## src/rtl/mem_bus_arbiter.sv

```systemverilog
// Purpose: single-port memory bus arbiter between instruction fetch (IF) and load/store (LSU), plus global core_lock stall.
// Latency: grant cycle N -> bus_valid N+1; bus_ready at N+k -> owner ack at N+k+1 -> IDLE at N+k+2 (min req->ack 2 cycles).
// Backpressure: requesters hold req until ack; bus holds via bus_ready (optional timeout); core_lock stalls the pipeline meanwhile.
//
// Ports:
//   clk, rst (synchronous, active-low)
//   if_req/if_addr/if_kill  -> if_ack/if_rdata/if_err        fetch side (read-only, full-width)
//   lsu_req/lsu_we/lsu_addr/lsu_wdata/lsu_wstrb/lsu_size -> lsu_ack/lsu_rdata/lsu_err
//   bus_valid/bus_we/bus_addr/bus_wdata/bus_wstrb/bus_size <- bus_ready/bus_rdata/bus_err
//   core_lock                                                 pipeline-wide stall
// Build option: define MEM_ARB_RR_EN for round-robin tie-break; otherwise LSU beats IF on a tie.
module mem_bus_arbiter #(
    parameter int ADDR_W  = 64,
    parameter int DATA_W  = 64,
    parameter int TIMEOUT = 255
) (
    input  logic                clk,
    input  logic                rst,
    input  logic                if_req,
    input  logic [ADDR_W-1:0]   if_addr,
    input  logic                if_kill,
    output logic                if_ack,
    output logic [DATA_W-1:0]   if_rdata,
    output logic                if_err,
    input  logic                lsu_req,
    input  logic                lsu_we,
    input  logic [ADDR_W-1:0]   lsu_addr,
    input  logic [DATA_W-1:0]   lsu_wdata,
    input  logic [DATA_W/8-1:0] lsu_wstrb,
    input  logic [1:0]          lsu_size,
    output logic                lsu_ack,
    output logic [DATA_W-1:0]   lsu_rdata,
    output logic                lsu_err,
    output logic                bus_valid,
    output logic                bus_we,
    output logic [ADDR_W-1:0]   bus_addr,
    output logic [DATA_W-1:0]   bus_wdata,
    output logic [DATA_W/8-1:0] bus_wstrb,
    output logic [1:0]          bus_size,
    input  logic                bus_ready,
    input  logic [DATA_W-1:0]   bus_rdata,
    input  logic                bus_err,
    output logic                core_lock
);

    localparam int STRB_W = DATA_W / 8;
    // A zero TIMEOUT would give a zero-width counter; keep one bit so the logic stays legal.
    localparam int CNT_W = (TIMEOUT > 0) ? $clog2(TIMEOUT + 1) : 1;
    localparam logic [CNT_W-1:0] CNT_LAST = CNT_W'((TIMEOUT > 0) ? TIMEOUT - 1 : 0);
    localparam logic [CNT_W-1:0] CNT_MAX  = '1;

    localparam logic OWN_IF  = 1'b0;
    localparam logic OWN_LSU = 1'b1;

    typedef enum logic [1:0] {
        ST_IDLE = 2'd0,
        ST_BUS  = 2'd1,
        ST_RESP = 2'd2
    } state_t;

    state_t              state_q, state_d;
    logic                own_q, own_d;
    logic [CNT_W-1:0]    cnt_q, cnt_d;
    logic                kill_q, kill_d;
    logic                bus_we_q, bus_we_d;
    logic [ADDR_W-1:0]   bus_addr_q, bus_addr_d;
    logic [DATA_W-1:0]   bus_wdata_q, bus_wdata_d;
    logic [STRB_W-1:0]   bus_wstrb_q, bus_wstrb_d;
    logic [1:0]          bus_size_q, bus_size_d;
    logic [DATA_W-1:0]   rdata_q, rdata_d;
    logic                err_q, err_d;

    logic                if_elig;
    logic                pick_lsu;
    logic                timeout_hit;

    // A fetch being redirected this very cycle is not worth starting.
    assign if_elig = if_req & ~if_kill;
    assign timeout_hit = (TIMEOUT != 0) && (cnt_q == CNT_LAST);

`ifdef MEM_ARB_RR_EN
    // rr_q remembers the last granted owner; on a tie the other one wins.
    logic rr_q, rr_d;
    logic tie;

    assign tie      = if_elig & lsu_req;
    assign pick_lsu = tie ? (rr_q == OWN_IF) : lsu_req;
`else
    assign pick_lsu = lsu_req;
`endif

    always_comb begin
        state_d     = state_q;
        own_d       = own_q;
        cnt_d       = cnt_q;
        kill_d      = kill_q;
        bus_we_d    = bus_we_q;
        bus_addr_d  = bus_addr_q;
        bus_wdata_d = bus_wdata_q;
        bus_wstrb_d = bus_wstrb_q;
        bus_size_d  = bus_size_q;
        rdata_d     = rdata_q;
        err_d       = err_q;
`ifdef MEM_ARB_RR_EN
        rr_d        = rr_q;
`endif

        case (state_q)
            ST_IDLE: begin
                cnt_d  = '0;
                kill_d = 1'b0;
                if (if_elig || lsu_req) begin
                    state_d = ST_BUS;
                    own_d   = pick_lsu;
`ifdef MEM_ARB_RR_EN
                    rr_d    = pick_lsu;
`endif
                    if (pick_lsu) begin
                        bus_we_d    = lsu_we;
                        bus_addr_d  = lsu_addr;
                        bus_wdata_d = lsu_wdata;
                        bus_wstrb_d = lsu_wstrb;
                        bus_size_d  = lsu_size;
                    end else begin
                        // Fetches are always full-width reads.
                        bus_we_d    = 1'b0;
                        bus_addr_d  = if_addr;
                        bus_wdata_d = '0;
                        bus_wstrb_d = '0;
                        bus_size_d  = 2'b11;
                    end
                end
            end
            ST_BUS: begin
                // The transaction always runs to completion; a kill only hides the result.
                if (own_q == OWN_IF && if_kill) begin
                    kill_d = 1'b1;
                end
                if (bus_ready) begin
                    rdata_d = bus_rdata;
                    err_d   = bus_err;
                    state_d = ST_RESP;
                end else if (timeout_hit) begin
                    rdata_d = '0;
                    err_d   = 1'b1;
                    state_d = ST_RESP;
                end else if (cnt_q != CNT_MAX) begin
                    cnt_d = cnt_q + CNT_W'(1);
                end
            end
            ST_RESP: begin
                if (own_q == OWN_IF && if_kill) begin
                    kill_d = 1'b1;
                end
                state_d = ST_IDLE;
            end
            default: begin
                state_d = ST_IDLE;
            end
        endcase
    end

    always_ff @(posedge clk) begin
        if (!rst) begin
            state_q     <= ST_IDLE;
            own_q       <= OWN_IF;
            cnt_q       <= '0;
            kill_q      <= 1'b0;
            bus_we_q    <= 1'b0;
            bus_addr_q  <= '0;
            bus_wdata_q <= '0;
            bus_wstrb_q <= '0;
            bus_size_q  <= 2'b00;
            rdata_q     <= '0;
            err_q       <= 1'b0;
`ifdef MEM_ARB_RR_EN
            rr_q        <= OWN_IF;
`endif
        end else begin
            state_q     <= state_d;
            own_q       <= own_d;
            cnt_q       <= cnt_d;
            kill_q      <= kill_d;
            bus_we_q    <= bus_we_d;
            bus_addr_q  <= bus_addr_d;
            bus_wdata_q <= bus_wdata_d;
            bus_wstrb_q <= bus_wstrb_d;
            bus_size_q  <= bus_size_d;
            rdata_q     <= rdata_d;
            err_q       <= err_d;
`ifdef MEM_ARB_RR_EN
            rr_q        <= rr_d;
`endif
        end
    end

    assign bus_valid = (state_q == ST_BUS);
    assign bus_we    = bus_we_q;
    assign bus_addr  = bus_addr_q;
    assign bus_wdata = bus_wdata_q;
    assign bus_wstrb = bus_wstrb_q;
    assign bus_size  = bus_size_q;

    // A kill arriving in the response cycle itself also suppresses the fetch ack.
    assign if_ack    = (state_q == ST_RESP) && (own_q == OWN_IF) && !kill_q && !if_kill;
    assign lsu_ack   = (state_q == ST_RESP) && (own_q == OWN_LSU);
    assign if_rdata  = if_ack  ? rdata_q : '0;
    assign if_err    = if_ack  & err_q;
    assign lsu_rdata = lsu_ack ? rdata_q : '0;
    assign lsu_err   = lsu_ack & err_q;

    // A killed fetch drops if_req, so it keeps the stall only through the BUS term.
    assign core_lock = (if_req & ~if_ack) | (lsu_req & ~lsu_ack) | (state_q == ST_BUS);

endmodule
```

## config.mk

```make
export PLATFORM = sky130hd
export DESIGN_NAME = mem_bus_arbiter
export DESIGN_NICKNAME = d
export VERILOG_FILES = /design/src/rtl/mem_bus_arbiter.sv
export SDC_FILE = /design/constraint.sdc
export NUM_CORES = 1
export LEC_CHECK = 0
export ABC_AREA = 1
export BUFFER_PORTS_ARGS = -buffer_cell sky130_fd_sc_hd__buf_2
export CAP_MARGIN = 20
export CORE_AREA = 4 4 211 213
export DETAILED_ROUTE_END_ITERATION = 8
export DIE_AREA = 0 0 215 217
export GPL_TIMING_DRIVEN = 0
export PLACE_DENSITY = 0.56
export SYNTH_ARGS = -nofsm -noshare
export SYNTH_HDL_FRONTEND = slang
export SYNTH_SLANG_ARGS = --single-unit
```

## constraint.sdc

```tcl
create_clock -name clk -period 5 [get_ports clk]
set_clock_uncertainty 0.2 [all_clocks]
set_input_delay 1 -clock clk [delete_from_list [all_inputs] [get_ports clk]]
set_output_delay 1 -clock clk [all_outputs]
set_load 0.01 [all_outputs]
```

==> flow_summary.json, run 1 <==
{
  "outcome": "finished, final reports clean",
  "drv_slew": 0,
  "grt_overflow": 0,
  "synthTopCellsByCount": "nand2_1 (298), dfxtp_1 (216), a21oi_1 (213)",
  "ios": 547,
  "portBuffers": 544,
  "cts-resized-gates": 0,
  "cp.arrival_ns": 2.74,
  "num_rows": 76,
  "clk_pin_slew_ns": 0.06,
  "layout.nets": 2094,
  "coreArea_um2": 42700,
  "synth_area_leader_cell": "dfxtp_1",
  "cp-start-kind": "register",
  "yosys_warnings": 0,
  "crit_type": "reg2out",
  "ant_nets": 0,
  "syn-cell-area_um2": 9211,
  "vias": 10270,
  "cts_root_buffer": "clkbuf_16",
  "cts_max_path_buffers": 3,
  "synth_top_area_share_pct": 46.94,
  "grt_pass1_vias": 10443,
  "drive_gt1_share_pct": 36.05,
  "insertion_delay_ns": 0.52,
  "ys_seq_elements": 216,
  "finalSetupViolCount": 0,
  "ir_drop_uv": 254.5,
  "syn_inst": 1244,
  "wl_met1_um": 14930,
  "ys_async_sr_fraction_pct": 0,
  "synth_edf_count": 0,
  "syn_to_final_growth_pct": 46.12,
  "worstMarginPinSlew_ns": 0.7341,
  "antenna_found_initial": 5,
  "fin_crit_sh_pct": 78.88,
  "cp-end-kind": "output pin",
  "grt.total_usage_pct": 14.99,
  "ys_seq_area_share_pct": 46.94,
  "gp_congestion": 0.9105,
  "dieHeight_um": 217,
  "wl_per_cell_um": 15.77,
  "cp.required_ns": 3.80,
  "placed_area_um2": 12620,
  "netlist_top_cells_area": "dfxtp_1 (47%), nand2_1 (12%), a21oi_1 (12%), mux2i_1 (7.0%), nor2_1 (6.2%)",
  "first_iter_violations": 551,
  "grt_pass1_wl_um": 56580,
  "cts_tree": "yes",
  "grt_max_degree": 15,
  "fin_setup_tns_ns": 0,
  "drt-pass1-iter-count": 5,
  "synth.avg_cell_area_um2": 7.405,
  "design_area_um2": 13460,
  "synth_ff_type": "dfxtp_1",
  "postCtsHoldBufs": 0,
  "p_leak_uw": 0.006403,
  "hold_class": "reg2reg",
  "htreeDepth": 1,
  "avgViaCountPerCell": 4.317,
  "drv_cap": 0,
  "cts_setup_buffers": 0,
  "fillers": 4665,
  "cts_sinks": 216,
  "relSlewSlack_pct": 51.06,
  "drc_errors": 0,
  "rsz0062_at_grt": "no",
  "yosysUniqueCellTypes": 23,
  "wl_met3_um": 2953,
  "synth_most_common_cell": "nand2_1",
  "syn_nets": 1524,
  "fmax_mhz": 253.6,
  "routed_wl_um": 37510,
  "cts_buffers": 24,
  "cellPowerDensity_nw_per_um2": 357.6,
  "die_w_um": 215,
  "wl_met2_um": 18360,
  "finalHoldViolCount": 0,
  "initial_core_util_pct": 21.57,
  "dp_hpwl_um": 30050,
  "crit_path_max_fanout": 10,
  "top_layer_used": "met5",
  "fin_crit_ns": 3.944,
  "die-area_um2": 46660
}
routing by layer:
layer / GRT usage (%) / vias up
li1: - / 5118
met1: 17.00 / 4672
met2: 27.09 / 404
met5: 0 / -
met4: 5.347 / 2
met3: 4.105 / 74
worst paths after layout:
kind                                                  from  depth (start not counted)                          to  slack, ns
worst max register to register     state_q[0]$_SDFFE_PN0P_                          7  bus_wdata[15]$_SDFFE_PN0P_       2.83
worst min-delay path            bus_wdata[62]$_SDFFE_PN0P_                          2  bus_wdata[62]$_SDFFE_PN0P_       0.26
worst max-delay path               state_q[0]$_SDFFE_PN0P_                          7               lsu_rdata[44]       1.06
worst min register to register  bus_wdata[62]$_SDFFE_PN0P_                          2  bus_wdata[62]$_SDFFE_PN0P_       0.26
power breakdown:
group / switching, uW / total [uW] / internal, uW / leakage (uW)
logic: 598 / 967 / 369 / 0.00422
registers: 90.2 / 1990 / 1900 / 0.00177
clock network: 723 / 1860 / 1140 / 0.000406
total: 1410 / 4810 / 3400 / 0.00640
cell families after synthesis:
group / after synthesis / synth area share (%)
AOI/OAI and AO/OA: 284 / 15.46
adders and majority gates: 6 / 0.8150
buffers and inverters: 181 / 8.612
DFF: 216 / 46.94
muxes: 64 / 6.955
and+or+nand+nor: 493 / 21.22
cell type report:
type | count | area (um2) | area share [%]
Clock buffer | 31 | 656.9 | 4.881
Inverter | 90 | 337.8 | 2.510
Buffer | 91 | 455.4 | 3.384
Sequential cell | 216 | 4324 | 32.13
Multi-Input combinational cell | 847 | 4094 | 30.42
Clock inverter | 12 | 180.2 | 1.339
Tap cell | 546 | 683.2 | 5.076
Timing Repair Buffer | 544 | 2723 | 20.23
Antenna cell | 2 | 5.005 | 0.03718
stage by stage:
stage	hold slack (ns)	setup slack [ns]	util, %	power, uW	cells
after floorplan	0.2390	2.023	-	2546	1244
after global placement	0.2440	1.195	29.55	2985	2334
after detailed placement	0.2507	1.178	29.55	2999	2334
after CTS	0.2583	0.9553	31.51	4886	2377
after global routing	0.2795	0.9276	31.51	5075	2377
final	0.2573	1.056	31.52	4813	2379
state kept, by name (all words and copies together), names as in the netlist:
signal and flops:
bus_wdata 64, err_q 1, bus_we 1, own_q 1
bus_addr 64, bus_size 2, rdata_q 64, kill_q 1
state_q 2, bus_wstrb 8, cnt_q 8
critical path: stages (launching register included):
cell      delay, ns
dfxtp_1        0.36
inv_1          0.09
ha_1           0.22
nand2_1        0.16
clkbuf_1       0.56
buf_1          0.45
nor2_1         0.19
buf_2          0.19
cells in the final DEF (no fill, tap or decap), drive strengths merged, types with 4 or more instances in the layout:
| cell | count |
|---|---|
| bufinv | 4 |
| buf | 592 |
| nand3 | 12 |
| nor2 | 156 |
| nand2 | 321 |
| a21oi | 213 |
| clkbuf | 74 |
| ha | 6 |
| mux2i | 64 |
| dfxtp | 216 |
| clkinv | 6 |
| o21ai | 70 |
| inv | 90 |
Note: power is estimated with default switching activity, not from simulation.
==> inputs of run 2 (changes only) <==
ABC_AREA = 0   (was 1)
PLACE_DENSITY = 0.55   (was 0.56)
clock period = 3.8 ns   (was 5 ns; I/O delays follow)
==> run 2 against run 1 <==
Net effect:
- routed wire length is 0.66% higher
- combinational power is 39% higher
- synthesized cell count is 18% lower
- worst setup slack worse by 0.82 ns
- sequential share of layout area hardly changed
- critical path type unchanged
- critical endpoint is now core_lock
==> flow_summary.json, run 2 <==
{
  "cts_root_buffer": "clkbuf_16",
  "ys_seq_elements": 216,
  "syn-cell-area_um2": 9110,
  "crit_path_max_fanout": 10,
  "ant_nets": 0,
  "cellPowerDensity_nw_per_um2": 492.5,
  "netlist_top_cells_area": "dfxtp_1 (47%), mux2i_1 (7.1%), a22o_1 (6.2%), a211oi_1 (5.4%), and3_1 (4.9%)",
  "p_leak_uw": 0.006830,
  "die_w_um": 215,
  "num_rows": 76,
  "cp-start-kind": "register",
  "worstMarginPinSlew_ns": 0.9248,
  "synth_ff_type": "dfxtp_1",
  "synthTopCellsByCount": "dfxtp_1 (216), nand2_1 (83), a21oi_1 (82)",
  "relSlewSlack_pct": 38.35,
  "syn_to_final_growth_pct": 47.81,
  "cts_buffers": 26,
  "coreArea_um2": 42700,
  "drt-pass1-iter-count": 5,
  "synth_area_leader_cell": "dfxtp_1",
  "grt_pass1_wl_um": 56250,
  "syn_nets": 1295,
  "r2r-start": "state_q[1]$_SDFFE_PN0P_",
  "postCtsHoldBufs": 0,
  "cp-end-kind": "output pin",
  "routed_wl_um": 37760,
  "critPathLaunch": "own_q$_SDFFE_PN0P_",
  "ios": 547,
  "antenna_found_initial": 4,
  "grt_max_degree": 13,
  "fin_crit_ns": 3.567,
  "wl_per_cell_um": 17.53,
  "htreeDepth": 1,
  "worst_r2r_path_depth": 7,
  "drc_errors": 0,
  "hold_class": "in2reg",
  "layout_common_cells": "buf_2 (564), dfxtp_1 (216), nand2_1 (83)",
  "cp.arrival_ns": 2.61,
  "fillers": 4599,
  "cp.required_ns": 2.84,
  "first_iter_violations": 518,
  "die-area_um2": 46660,
  "ir_drop_uv": 214.4,
  "finalSetupViolCount": 0,
  "insertion_delay_ns": 0.52,
  "finalHoldViolCount": 0,
  "max_stage_delay_ns": 0.63,
  "path_cells": "clkbuf_1, nand2_1, a21oi_1, o21ai_0, buf_2",
  "slowest_stage": "dfxtp_1",
  "grt_pass1_vias": 9758,
  "ys_seq_area_share_pct": 47.47,
  "gp_congestion": 0.9327,
  "grt.total_usage_pct": 15.09,
  "fin_setup_tns_ns": 0,
  "vias": 9663,
  "yosysUniqueCellTypes": 40,
  "initial_core_util_pct": 21.34,
  "cts_sinks": 216,
  "drive_gt1_share_pct": 38.63,
  "clk_pin_slew_ns": 0.06,
  "dieHeight_um": 217,
  "cts_max_path_buffers": 3,
  "total_power_uw": 6632,
  "avgViaCountPerCell": 4.486,
  "crit_type": "reg2out",
  "ys_async_sr_fraction_pct": 0,
  "portBuffers": 545,
  "outcome": "finished, final reports clean",
  "drv_cap": 0,
  "synth_top_area_share_pct": 47.47,
  "syn_inst": 1015,
  "dp_hpwl_um": 30170,
  "synth.avg_cell_area_um2": 8.975,
  "yosys_warnings": 0,
  "fin_crit_sh_pct": 93.88,
  "cts_setup_buffers": 0,
  "drv_slew": 0,
  "layout.nets": 1868,
  "hold_depth": 2,
  "grt_overflow": 0,
  "hold_path_startpoint": "bus_rdata[58]",
  "rsz0062_at_grt": "no",
  "layout_commonest_cell": "buf_2",
  "synth_edf_count": 0,
  "synth_most_common_cell": "dfxtp_1",
  "fmax_mhz": 280.3,
  "cts_tree": "yes"
}
==> run 2: cell count changes in the layout (fill, tap and decap cells not counted), sizes merged, moves of 15 or more <==
cell,change
nand2,-238
a21oi,-130
inv,-83
nor2,-83
and3,+71
a211oi,+65
and2,+65
a22o,+64
nand3,+64
o21ai,-62
clkbuf,+29
buf,-15
==> run 2: worst max-delay path: cells and delay by family (launching register included) <==
kind	cells	cell delay [ns]
AO/OA/AOI/OAI	2	0.30
flip-flops	1	0.63
AND/OR/NAND/NOR	1	0.32
buffers and inverters	2	0.82
==> run 2: path summary, 6_finish.rpt <==
| kind | to | slack [ns] |
|---|---|---|
| hold / removal | rdata_q[58]$_SDFFE_PN0P_ | 0.25 |
| hold reg to reg | bus_wdata[8]$_SDFFE_PN0P_ | 0.25 |
| setup reg to reg | bus_addr[28]$_SDFFE_PN0P_ | 1.32 |
| setup / recovery | core_lock | 0.23 |
==> run 2: per-stage QoR <==
step	cells	hold WS, ns	utilization (%)	instance area (um2)	setup slack (ns)
floorplan	1015	0.2422	-	9110	1.007
global placement	2106	0.2368	29.33	12520	-0.2474
detailed placement	2106	0.2403	29.33	12520	-0.2878
CTS	2151	0.2093	31.51	13460	0.05181
global route	2154	0.2284	31.54	13470	0.01021
finish	2154	0.2476	31.54	13470	0.2325
==> run 2: cell families after synthesis <==
kind of cell	share of synthesized area, %
and+or+nand+nor	21.19
AOI/OAI and AO/OA	18.25
DFF	47.47
buffers and inverters	5.123
muxes	7.142
adders and majority gates	0.8240
==> run 2: what timing repair did <==
item	4_1_cts	5_1_grt
endpoints found under the setup margin	59	20
gates resized for setup	4	2
gates cloned	0	0
==> run 2: report_power, final <==
part / leakage, uW / internal, uW / switching [uW]
Sequential: 0.00177 / 2510 / 143
Clock: 0.000452 / 1670 / 967
Combinational: 0.00461 / 519 / 824
Total: 0.00683 / 4700 / 1930
==> run 2: cell type report <==
cell class | count | area, um2 | area share, %
Clock buffer | 36 | 769.5 | 5.715
Buffer | 99 | 445.4 | 3.308
Timing Repair Buffer | 545 | 2728 | 20.26
Sequential cell | 216 | 4324 | 32.11
Multi-Input combinational cell | 693 | 4334 | 32.19
Tap cell | 546 | 683.2 | 5.073
Inverter | 7 | 26.28 | 0.1951
Clock inverter | 9 | 147.6 | 1.096
Antenna cell | 3 | 7.507 | 0.05575
==> run 2: metal layers <==
layer	routed length (um)	vias to the layer above	GRT usage, %
met3	2607	53	3.365
li1	-	4759	-
met4	1097	0	5.154
met1	15050	4469	17.81
met2	19000	382	27.10
met5	0	-	0
==> inputs of run 3 (changes only) <==
CORE_AREA = 2 2 215 217   (was 4 4 211 213)
DIE_AREA = 0 0 217 219   (was 0 0 215 217)
clock period = 2.9 ns   (was 3.8 ns; I/O delays follow)
==> run 3 against run 2 <==
Net effect:
- final area is 0.81% higher
- combinational power is 33% higher
- largest power group unchanged
- critical path type unchanged
- sequential power is 31% higher
==> flow_summary.json, run 3 (same netlist as run 2, synthesis figures left out) <==
{
  "layout.nets": 1873,
  "finalHoldViolCount": 0,
  "htreeDepth": 1,
  "routed_wl_um": 38190,
  "cp-start-kind": "register",
  "antenna_found_initial": 4,
  "clk_pin_slew_ns": 0.06,
  "drive_gt1_share_pct": 39.66,
  "wl_per_cell_um": 17.24,
  "drt-pass1-iter-count": 4,
  "gp_congestion": 0.8991,
  "final_core_util_pct": 30.11,
  "cp-end-kind": "output pin",
  "initial_core_util_pct": 20.20,
  "drv_cap": 0,
  "worst_r2r_path_depth": 7,
  "fmax_mhz": 358.6,
  "grt_max_degree": 20,
  "first_iter_violations": 461,
  "fin_crit_sh_pct": 96.16,
  "outcome": "finished, final reports clean",
  "p_leak_uw": 0.006856,
  "hold_ws_ns": 0.03960,
  "fin_crit_ns": 2.789,
  "layout.cells.non_filler": 2215,
  "layout_commonest_cell": "buf_2",
  "worstMarginPinSlew_ns": 0.8095,
  "dieHeight_um": 219,
  "cellPowerDensity_nw_per_um2": 622.4,
  "crit_type": "reg2out",
  "crit_path_max_fanout": 10,
  "top_usage_layer": "met2",
  "grt_overflow": 0,
  "dp_hpwl_um": 30120,
  "grtUsageMet3_pct": 3.216,
  "cts_tree": "yes",
  "ir_drop_uv": 333.2,
  "coreArea_um2": 45090,
  "relSlewSlack_pct": 46.04,
  "hold_depth": 2,
  "cts_root_buffer": "clkbuf_16",
  "cp.required_ns": 2.12,
  "hold_class": "in2reg",
  "avgViaCountPerCell": 4.396,
  "grtUsageMet2_pct": 27.60,
  "dp_slack_ns": -0.7373,
  "cts_max_path_buffers": 3,
  "num_rows": 78,
  "rsz0062_at_grt": "yes",
  "die_w_um": 217,
  "syn_to_final_growth_pct": 49.00,
  "drc_errors": 0,
  "die-area_um2": 47520,
  "ios": 547,
  "r2r_slack_ns": 0.33,
  "grt_pass1_vias": 9523,
  "finalWorstSetupSlack_ns": 0.1113,
  "layout_common_cells": "buf_2 (564), dfxtp_1 (213), nand2_1 (83)",
  "grt.total_usage_pct": 14.96,
  "fin_setup_tns_ns": 0,
  "cts_buffers": 27,
  "portBuffers": 545,
  "drv_slew": 0,
  "insertion_delay_ns": 0.56,
  "grtUsageMet1_pct": 17.08,
  "grt_pass1_wl_um": 55350,
  "ant_nets": 0,
  "cp.arrival_ns": 2.01,
  "finalSetupViolCount": 0,
  "cts_sinks": 216,
  "vias": 9738,
  "dp_cells": 2161
}
-- run 3: changes by cell type in the layout (fill, tap and decap cells not counted), sizes merged --
cell	before	now
dlygate4sd3	0	1
clkbuf	103	98
clkinvlp	1	2
diode	3	4
bufinv	4	1
buf	577	587
inv	7	9
-- run 3: per-layer routing --
| layer | wire [um] | vias up |
|---|---|---|
| met3 | 2625 | 52 |
| met1 | 15270 | 4517 |
| li1 | - | 4771 |
| met2 | 19360 | 398 |
| met5 | 0 | - |
| met4 | 926 | 0 |
-- run 3: critical path, cell delays in order (launching register included) --
cell and delay [ns]:
dfxtp_2 0.33, inv_2 0.09, ha_4 0.14, nor4b_4 0.27, buf_4 0.21, buf_6 0.14
and2_1 0.13, buf_2 0.13
-- run 3: report_power, final --
part           leakage (uW)  internal [uW]  switching, uW
Sequential          0.00177           3290            186
Combinational       0.00469            700           1080
Clock              0.000391           1830           1360
-- run 3: final timing paths --
path	startpoint	end
hold reg to reg	bus_wdata[44]$_SDFFE_PN0P_	bus_wdata[44]$_SDFFE_PN0P_
setup / recovery	state_q[0]$_SDFFE_PN0P_	if_rdata[5]
setup reg to reg	state_q[1]$_SDFFE_PN0P_	bus_addr[47]$_SDFFE_PN0P_
hold / removal	bus_rdata[5]	rdata_q[5]$_SDFFE_PN0P_
-- run 3: per-stage QoR --
stage / power (uW) / instance area, um2
final: 8449 / 13570
after CTS: 8599 / 13530
after detailed placement: 5307 / 12600
after global placement: 5287 / 12590
after floorplan: 4465 / 9110
after global routing: 8916 / 13570
-- run 3: layout make-up --
class                   count  area, um2
inverters                   7      26.28
clock buffers              38      726.9
fillers                  4846      31510
multi-input cells         693       4352
plain buffers              98      519.2
repair buffers            550       2775
well taps                 600      750.7
diodes                      4      10.01
clock inverters             9      86.33
flip-flops and latches    216       4328
-- run 3: repair_timing --
item,in CTS,in global routing
buffers inserted,2,1
resized for setup,32,20
setup endpoints to repair,113,84
pin swaps,1,0
hold buffers,1,0
endpoints found under the hold margin,1,0
